==> config.mk <==
export PLATFORM = sky130hd
export DESIGN_NAME = event_reporter_mc
export DESIGN_NICKNAME = d
export VERILOG_FILES = /design/src/rtl/event_reporter_mc.sv
export SDC_FILE = /design/constraint.sdc
export NUM_CORES = 1
export LEC_CHECK = 0
export CORE_MARGIN = 4
export CORE_UTILIZATION = 52
export DETAILED_ROUTE_END_ITERATION = 10
export HOLD_SLACK_MARGIN = 0.03
export PLACE_DENSITY = 0.8
export SYNTH_ARGS = -nofsm -noshare
export SYNTH_HDL_FRONTEND = slang
export SYNTH_SLANG_ARGS = --single-unit
==> constraint.sdc <==
create_clock -name clk -period 4.15 [get_ports clk]
set_clock_uncertainty 0.1 [all_clocks]
set_input_delay 0.83 -clock clk [delete_from_list [all_inputs] [get_ports clk]]
set_output_delay 0.83 -clock clk [all_outputs]
set_load 0.01 [all_outputs]
==> src/rtl/event_reporter_mc.sv <==
// Event reporter: timestamps masked event strobes, queues groups in a FIFO and
// emits one AXI-Stream beat per event in each group.
module event_reporter_mc #(
  parameter int unsigned NUM_EVENTS = 8,
  parameter int unsigned FIFO_DEPTH = 16,
  parameter logic [7:0]  HEADER     = 8'h01
) (
  input  logic                  clk,
  input  logic                  resetn,
  input  logic [NUM_EVENTS-1:0] event_strobe,
  input  logic [NUM_EVENTS-1:0] event_enable,
  output logic [255:0]          AXIS_OUT_TDATA,
  output logic                  AXIS_OUT_TVALID,
  output logic                  AXIS_OUT_TLAST,
  input  logic                  AXIS_OUT_TREADY,
  output logic [15:0]           drop_count
);

  localparam int unsigned AW = $clog2(FIFO_DEPTH);
  localparam int unsigned EW = NUM_EVENTS + 32;

  localparam logic [0:0] S_IDLE = 1'b0;
  localparam logic [0:0] S_EMIT = 1'b1;

  logic [31:0]           ts_q;
  logic [NUM_EVENTS-1:0] stg_mask_q;
  logic [31:0]           stg_ts_q;
  logic                  stg_pend_q;

  logic [EW-1:0]         mem [FIFO_DEPTH];
  logic [AW:0]           wr_ptr_q;
  logic [AW:0]           rd_ptr_q;
  logic                  fifo_full_c;
  logic                  fifo_empty_c;
  logic                  fifo_wr_c;
  logic [EW-1:0]         fifo_head_c;

  logic [0:0]            state_q, state_d;
  logic [NUM_EVENTS-1:0] grp_q, grp_d;
  logic [31:0]           gts_q, gts_d;
  logic                  tvalid_q, tvalid_d;
  logic                  tlast_q, tlast_d;
  logic [255:0]          tdata_q, tdata_d;
  logic [15:0]           drop_q;
  logic                  pop_c;
  logic [NUM_EVENTS-1:0] low_oh_c;
  logic [NUM_EVENTS-1:0] rem_c;

  // Code (index + 1) of the lowest set bit; 0 when no bit is set.
  function automatic logic [7:0] low_code(input logic [NUM_EVENTS-1:0] v);
    low_code = 8'd0;
    for (int i = NUM_EVENTS - 1; i >= 0; i--) begin
      if (v[i]) low_code = 8'(i + 1);
    end
  endfunction

  assign fifo_full_c  = (wr_ptr_q[AW] != rd_ptr_q[AW]) &&
                        (wr_ptr_q[AW-1:0] == rd_ptr_q[AW-1:0]);
  assign fifo_empty_c = (wr_ptr_q == rd_ptr_q);
  assign fifo_wr_c    = stg_pend_q && !fifo_full_c;
  assign fifo_head_c  = mem[rd_ptr_q[AW-1:0]];

  assign low_oh_c = grp_q & (~grp_q + NUM_EVENTS'(1));
  assign rem_c    = grp_q & ~low_oh_c;

  // FIFO storage needs no reset: pointers alone define occupancy.
  always_ff @(posedge clk) begin
    if (fifo_wr_c) mem[wr_ptr_q[AW-1:0]] <= {stg_mask_q, stg_ts_q};
  end

  // FSM state register.
  always_ff @(posedge clk) begin
    if (!resetn) state_q <= S_IDLE;
    else         state_q <= state_d;
  end

  // Next-state and beat generation; the next beat loads as soon as the
  // output register is free or its current beat is being accepted.
  always_comb begin
    state_d  = state_q;
    grp_d    = grp_q;
    gts_d    = gts_q;
    tvalid_d = tvalid_q;
    tlast_d  = tlast_q;
    tdata_d  = tdata_q;
    pop_c    = 1'b0;
    case (state_q)
      S_IDLE: begin
        if (!fifo_empty_c) begin
          pop_c   = 1'b1;
          grp_d   = fifo_head_c[EW-1:32];
          gts_d   = fifo_head_c[31:0];
          state_d = S_EMIT;
        end
      end
      S_EMIT: begin
        if (!tvalid_q || AXIS_OUT_TREADY) begin
          if (tvalid_q && tlast_q) begin
            tvalid_d = 1'b0;
            tlast_d  = 1'b0;
            state_d  = S_IDLE;
          end else begin
            grp_d    = rem_c;
            tvalid_d = 1'b1;
            tlast_d  = (rem_c == '0);
            tdata_d  = {HEADER, 200'd0, gts_q, 8'd0, low_code(grp_q)};
          end
        end
      end
      default: state_d = S_IDLE;
    endcase
  end

  // Timestamp, staging, FIFO pointers, drop counter and output registers.
  always_ff @(posedge clk) begin
    if (!resetn) begin
      ts_q       <= 32'd0;
      stg_mask_q <= '0;
      stg_ts_q   <= 32'd0;
      stg_pend_q <= 1'b0;
      wr_ptr_q   <= '0;
      rd_ptr_q   <= '0;
      drop_q     <= 16'd0;
      grp_q      <= '0;
      gts_q      <= 32'd0;
      tvalid_q   <= 1'b0;
      tlast_q    <= 1'b0;
      tdata_q    <= 256'd0;
    end else begin
      ts_q       <= ts_q + 32'd1;
      stg_mask_q <= event_strobe & event_enable;
      stg_ts_q   <= ts_q;
      stg_pend_q <= |(event_strobe & event_enable);
      if (fifo_wr_c) wr_ptr_q <= wr_ptr_q + (AW+1)'(1);
      if (pop_c)     rd_ptr_q <= rd_ptr_q + (AW+1)'(1);
      if (stg_pend_q && fifo_full_c && drop_q != 16'hFFFF) drop_q <= drop_q + 16'd1;
      grp_q      <= grp_d;
      gts_q      <= gts_d;
      tvalid_q   <= tvalid_d;
      tlast_q    <= tlast_d;
      tdata_q    <= tdata_d;
    end
  end

  assign AXIS_OUT_TDATA  = tdata_q;
  assign AXIS_OUT_TVALID = tvalid_q;
  assign AXIS_OUT_TLAST  = tlast_q;
  assign drop_count      = drop_q;

endmodule
==> impl_metrics.env, run 1 <==
export IMPL_status="completed"
export IMPL_yosys_cell_count_top_type="edfxtp_1"
export IMPL_worstReg2RegEnd="mem[4][3]"
export IMPL_vias_per_cell=5.87
export IMPL_synth_cells=1948
export IMPL_max_stage_delay_ns=0.73
export IMPL_drive_gt1_share_pct=17.2
export IMPL_r2r_setup_slack_ns=0.82
export IMPL_cp_max_fo=29
export IMPL_num_vias=17300
export IMPL_core_sq_um=61700
export IMPL_dr_pass1_iters=5
export IMPL_wire_per_inst_um=24.8
export IMPL_synth_avg_cell_area_sq_um=16.6
export IMPL_ys_seq_area_share_pct=70.6
export IMPL_drv_slew=0
export IMPL_arrival_ns=3.48
export IMPL_cts_tree="yes"
export IMPL_clk_latency_ns=0.62
export IMPL_setup_tns_final_ns=0
export IMPL_gp_congestion=0.836
export IMPL_hold_depth=2
export IMPL_start_kind="register"
export IMPL_finalCritPeriodShare_pct=80.3
export IMPL_ys_top_cells_by_area="edfxtp_1 (59%), dfxtp_1 (11%), mux4_2 (11%), buf_4 (5.1%), a22oi_1 (1.7%)"
export IMPL_path_cells="xnor2_1, and4_1, a21boi_2, nand2_1, nor2_4, buf_4"
export IMPL_fin_area_sq_um=36200
export IMPL_ys_flop_type="edfxtp_1"
export IMPL_min_period_ns=3.33
export IMPL_crit_required_ns=4.30
export IMPL_grt_pass1_vias=17200
export IMPL_totalWireLength_um=73200
export IMPL_pre_cts_slack_ns=0.835
export IMPL_clock_root_buffer="clkbuf_16"
export IMPL_synth_seq_cells=823
export IMPL_holdPathEnd="AXIS_OUT_TDATA[37]"
export IMPL_synth_top_area_cell="edfxtp_1"
export IMPL_yosysWarnings=0
export IMPL_synth_edff_count=640
export IMPL_route_detailed_drc=0
export IMPL_reg2reg_depth=6
export IMPL_criticalPathCategory="register to register"
export IMPL_power_density_nw_per_um2=551
export IMPL_clock_fmax_mhz=300
export IMPL_antenna_found_initial=1
export IMPL_worst_pin_slew_ns=1.06
export IMPL_endpoint_kind="register"
export IMPL_clk_path_buf_depth=3
export IMPL_cap_violations=0
export IMPL_worst_path_max_delay_cell="dfxtp_1"
export IMPL_post_cts_resized=0
export IMPL_netlist_area_leader_share_pct=59.3
export IMPL_relSlewSlack_pct=29.3
export IMPL_fin_ws_ns=0.816
export IMPL_dpl_cell_area_sq_um=33600
export IMPL_rsz0062_at_grt="no"
export IMPL_ys_types=64
export IMPL_rr_startpoint="wr_ptr_q[3]"
export IMPL_cts_buffers=78
export IMPL_grtUsageTotal_pct=21.6
export IMPL_grt_overflow=0
export IMPL_postRouteAntennaNets=0
export IMPL_fin_util_pct=58.6
export IMPL_netlist_area_sq_um=32400
export IMPL_ctsHoldBuffers=0
export IMPL_ir_drop_uv=397
export IMPL_finalNetCount=2073
export IMPL_grt_max_degree=71
export IMPL_postCtsSetupBuffers=0
export IMPL_htreeDepth=3
export IMPL_synth_common_cells="edfxtp_1 (640), buf_4 (219), dfxtp_1 (183), mux4_2 (158), nand2_1 (137)"
export IMPL_hp_class="register to register"
export IMPL_async_flop_share_pct=0
export IMPL_grt_pass1_wl_um=109000
export IMPL_dp_hpwl_um=43200
export IMPL_initial_core_util_pct=52.5
export IMPL_die_w_um=258
export IMPL_row_count=91
export IMPL_antenna_cells=0
export IMPL_die_h_um=258
export IMPL_area_growth_pct=11.6
export IMPL_hp_start="gts_q[21]"
export IMPL_whs_ns=0.356
export IMPL_ios=293
export IMPL_setup_viol=0
export IMPL_cts_sinks=823
export IMPL_io_buffers=73
export IMPL_report_final_hold_viol_count=0
export IMPL_drt_initial_drc_count=2111
export IMPL_die_area_sq_um=66400
export IMPL_clkTransAtPathRegs_ns=0.07
export IMPL_p_leak_nw=11.8
flip-flops by register name, indices dropped and copies added, names as in the netlist, 5 cells and up, named ones only:
signal / count
mem: 640
AXIS_OUT_TDATA: 37
gts_q: 32
stg_ts_q: 32
ts_q: 32
drop_count: 16
grp_q: 8
stg_mask_q: 8
rd_ptr_q: 5
wr_ptr_q: 5
cell families (layout without fill, tap and decap cells):
group                    Yosys count  count (layout)  share of synthesized area [%]
flip-flops                       823             823                           70.6
AND/OR/NAND/NOR                  355             355                           5.32
buffers and inverters            327             272                           6.45
AO/OA/AOI/OAI                    225             225                           4.83
multiplexers                     171             171                           11.4
XOR/XNOR                          38              38                           1.05
adder cells (fa/ha/maj)            8               8                          0.305
other                              1             219                         0.0116
stage by stage:
stage | power [mW] | std cells
5_1_grt | 20.6 | 2948
2_1_floorplan | 12.0 | 2166
6_report | 19.9 | 2948
3_3_place_gp | 12.7 | 2804
4_1_cts | 20.0 | 2948
3_5_place_dp | 12.8 | 2804
worst max-delay path: cells and delay by family (launching register included):
kind                   cells  cell delay (ns)
AND/OR/NAND/NOR            3             1.07
buffers and inverters      1             0.47
flip-flops                 1             0.73
XOR/XNOR                   1             0.17
AO/OA/AOI/OAI              1             0.38
layout by cell type, fill, tap and decap left out, types with 6 or more instances in the layout:
cell / netlist / routed
dfxtp_1: 183 / 181
a22oi_1: 74 / 74
nor2_1: 64 / 51
a22o_1: 33 / 33
bufinv_16: 0 / 6
nand4_1: 16 / 16
edfxtp_1: 640 / 640
o21ai_0: 21 / 20
ha_1: 7 / 7
mux2i_1: 11 / 11
buf_4: 219 / 35
clkinv_1: 0 / 12
conb_1: 1 / 219
xnor2_1: 17 / 17
a21oi_1: 60 / 59
inv_1: 12 / 11
buf_12: 0 / 8
xor2_1: 20 / 20
nand3_1: 23 / 23
nand2_1: 137 / 137
mux4_2: 158 / 158
and2_1: 36 / 34
clkbuf_1: 54 / 12
and3_1: 11 / 11
clkbuf_16: 0 / 83
nor3_1: 15 / 11
clkdlybuf4s50_1: 0 / 72
or3_1: 12 / 12
nand2b_1: 9 / 9
or4_1: 6 / 6
clkinv_2: 0 / 16
clkbuf_8: 0 / 8
o31ai_1: 6 / 6
nor2_4: 0 / 13
per-layer routing:
metal	wire (um)	share of wire, %	vias to the layer above	GRT usage (%)
li1	-	-	7271	-
met1	27200	37	8685	29.3
met2	35300	48	1191	34.7
met3	8540	12	159	5.11
met4	2140	2.9	2	7.45
met5	7	0.0096	-	0
area by class of cell:
class	count	area, sq um
inverter	12	46.3
multi-input combinational	1016	8430
timing repair buffer	116	1150
tap	837	1050
clock inverter	41	374
clock buffer	103	2230
sequential	823	22900
fill	4250	25500
worst max-delay path by stage:
stage                      from        end  slack, ns  depth (start not counted)
finish              wr_ptr_q[3]  mem[4][3]       0.82                          6
global route        wr_ptr_q[2]  mem[4][5]       0.66                          6
global placement    wr_ptr_q[2]  mem[4][9]       0.96                          6
floorplan           wr_ptr_q[0]  mem[4][0]       0.62                          6
detailed placement  wr_ptr_q[2]  mem[4][4]       0.83                          6
CTS                 wr_ptr_q[2]  mem[4][3]       0.82                          6
power by group:
group,switching (mW),total [mW],internal [mW]
Sequential,0.422,9.55,9.13
Clock,3.02,7.19,4.17
Combinational,1.74,3.19,1.45
Total,5.18,19.9,14.8
No activity file was read; power rests on OpenSTA's default activity.
==> inputs of run 2 (changes only) <==
- CORE_UTILIZATION: 52 -> 57
- PLACE_DENSITY: 0.8 -> 0.83
- clock period: 4.15 -> 3.1 ns (I/O delays scaled with it)
==> run 2 against run 1 <==
Compared with the run above:
- power grew 33%
- worst setup slack worse by 0.46 ns
- combinational power is 32% higher
- routed wire length down 0.12%
- sequential power up 33%
- utilization is 5.8 points higher
- critical path type unchanged
- critical endpoint is now gts_q[30]
==> impl_metrics.env, run 2 (same netlist as run 1, synthesis figures left out) <==
export IMPL_io_buffers=73
export IMPL_mostFrequentLayoutCells="edfxtp_1 (640), conb_1 (219), dfxtp_1 (181)"
export IMPL_core_sq_um=56300
export IMPL_dp_hpwl_um=38000
export IMPL_postRouteAntennaNets=0
export IMPL_use_met1_pct=32.1
export IMPL_critPathLaunch="wr_ptr_q[0]"
export IMPL_setup_tns_final_ns=0
export IMPL_cap_violations=0
export IMPL_area_growth_pct=11.9
export IMPL_busiest_layer="met2"
export IMPL_finalCritPeriodShare_pct=88.6
export IMPL_dpl_cell_count=2725
export IMPL_grt_use_met2_pct=39.6
export IMPL_cts_sinks=823
export IMPL_dr_pass1_iters=5
export IMPL_antenna_cells=0
export IMPL_start_kind="register"
export IMPL_vias_per_cell=6.10
export IMPL_max_stage_delay_ns=0.91
export IMPL_ir_drop_uv=431
export IMPL_finalNonFillerCells=2867
export IMPL_clk_latency_ns=0.61
export IMPL_grt_max_degree=76
export IMPL_postCtsSetupBuffers=0
export IMPL_path_cells="xnor2_1, and4_1, buf_4, a21oi_1, and2_2, a22o_1"
export IMPL_worst_path_max_delay_cell="and2_2"
export IMPL_cts_tree="yes"
export IMPL_report_final_hold_viol_count=0
export IMPL_crit_required_ns=3.55
export IMPL_worst_pin_slew_ns=1.12
export IMPL_largest_reg_flops=640
export IMPL_min_period_ns=2.75
export IMPL_clk_path_buf_depth=3
export IMPL_totalWireLength_um=73100
export IMPL_wire_per_inst_um=25.5
export IMPL_power_density_nw_per_um2=729
export IMPL_gr_usage_met3_pct=4.71
export IMPL_multi_input_area_sq_um=8430
export IMPL_layout_commonest_cell="edfxtp_1"
export IMPL_n_fill_cell=3581
export IMPL_endpoint_kind="register"
export IMPL_die_area_sq_um=60700
export IMPL_rr_startpoint="wr_ptr_q[0]"
export IMPL_clkTransAtPathRegs_ns=0.06
export IMPL_grt_pass1_wl_um=109000
export IMPL_criticalPathCategory="register to register"
export IMPL_relSlewSlack_pct=25.1
export IMPL_die_h_um=246
export IMPL_hp_class="primary input to register"
export IMPL_fin_area_sq_um=36200
export IMPL_rsz0062_at_grt="no"
export IMPL_die_w_um=246
export IMPL_whs_ns=0.339
export IMPL_drt_initial_drc_count=2268
export IMPL_cp_max_fo=37
export IMPL_arrival_ns=3.20
export IMPL_path_buf_inv=1
export IMPL_regArea_sq_um=22900
export IMPL_critPathTopFamily="simple AND/OR/NAND/NOR gates"
export IMPL_ios=293
export IMPL_dpl_cell_area_sq_um=33700
export IMPL_clock_fmax_mhz=364
export IMPL_post_cts_resized=0
export IMPL_clock_root_buffer="clkbuf_16"
export IMPL_route_detailed_drc=0
export IMPL_row_count=87
export IMPL_ctsHoldBuffers=0
export IMPL_grt_overflow=0
export IMPL_hp_start="resetn"
export IMPL_gp_congestion=0.826
export IMPL_setup_viol=0
export IMPL_drive_gt1_share_pct=17.3
export IMPL_status="completed"
export IMPL_initial_core_util_pct=57.6
export IMPL_htreeDepth=3
export IMPL_p_leak_nw=11.8
export IMPL_antenna_found_initial=0
export IMPL_num_vias=17500
export IMPL_grt_pass1_vias=17600
export IMPL_cts_buffers=79
export IMPL_drv_slew=0
export IMPL_finalNetCount=2076
export IMPL_grtUsageTotal_pct=24.0
## run 2: changes by cell type in the layout (fill, tap and decap cells not counted), moves of 3 or more
cell and change:
clkbuf_1 +3, clkinv_1 -5, buf_4 -15, buf_12 +17
## run 2: power breakdown
group / total (mW) / internal (mW) / leakage [nW] / switching [mW]
combinational: 4.22 / 1.98 / 3.37 / 2.24
sequential: 12.7 / 12.2 / 7.20 / 0.485
clock: 9.50 / 5.52 / 1.25 / 3.98
total: 26.4 / 19.7 / 11.8 / 6.70
## run 2: per-layer routing
metal | vias up | wire length [um] | part of all wire (%)
met3 | 159 | 8200 | 11
li1 | 7279 | - | -
met4 | 0 | 2420 | 3.3
met1 | 8868 | 26200 | 36
met5 | - | 0 | 0
met2 | 1184 | 36300 | 50
## run 2: layout make-up
type	instances	area share [%]
sequential	823	63.2
clock inverter	40	1.08
timing repair buffer	118	3.80
inverter	12	0.128
tap	756	2.61
multi-input combinational	1016	23.2
clock buffer	102	5.98
## run 2: final timing paths
| kind | endpoint | slack [ns] | cells after the start |
|---|---|---|---|
| setup reg to reg | gts_q[30] | 0.35 | 6 |
| hold / removal | drop_count[3] | 0.34 | 3 |
| hold reg to reg | AXIS_OUT_TDATA[21] | 0.36 | 2 |
| setup / recovery | gts_q[30] | 0.35 | 6 |
## run 2: through the flow
step	util (%)	total power, mW	worst slack [ns]
2_1_floorplan	-	16.0	-0.428
3_3_place_gp	59.9	16.9	0.428
3_5_place_dp	59.9	17.1	0.343
4_1_cts	64.4	26.5	0.395
5_1_grt	64.4	27.4	0.281
6_report	64.4	26.4	0.354
## run 2: worst register-to-register path: stages, from the launching register on
cell	delay, ns
dfxtp_1	0.45
xnor2_1	0.12
and4_1	0.24
buf_4	0.18
a21oi_1	0.39
and2_2	0.91
a22o_1	0.28
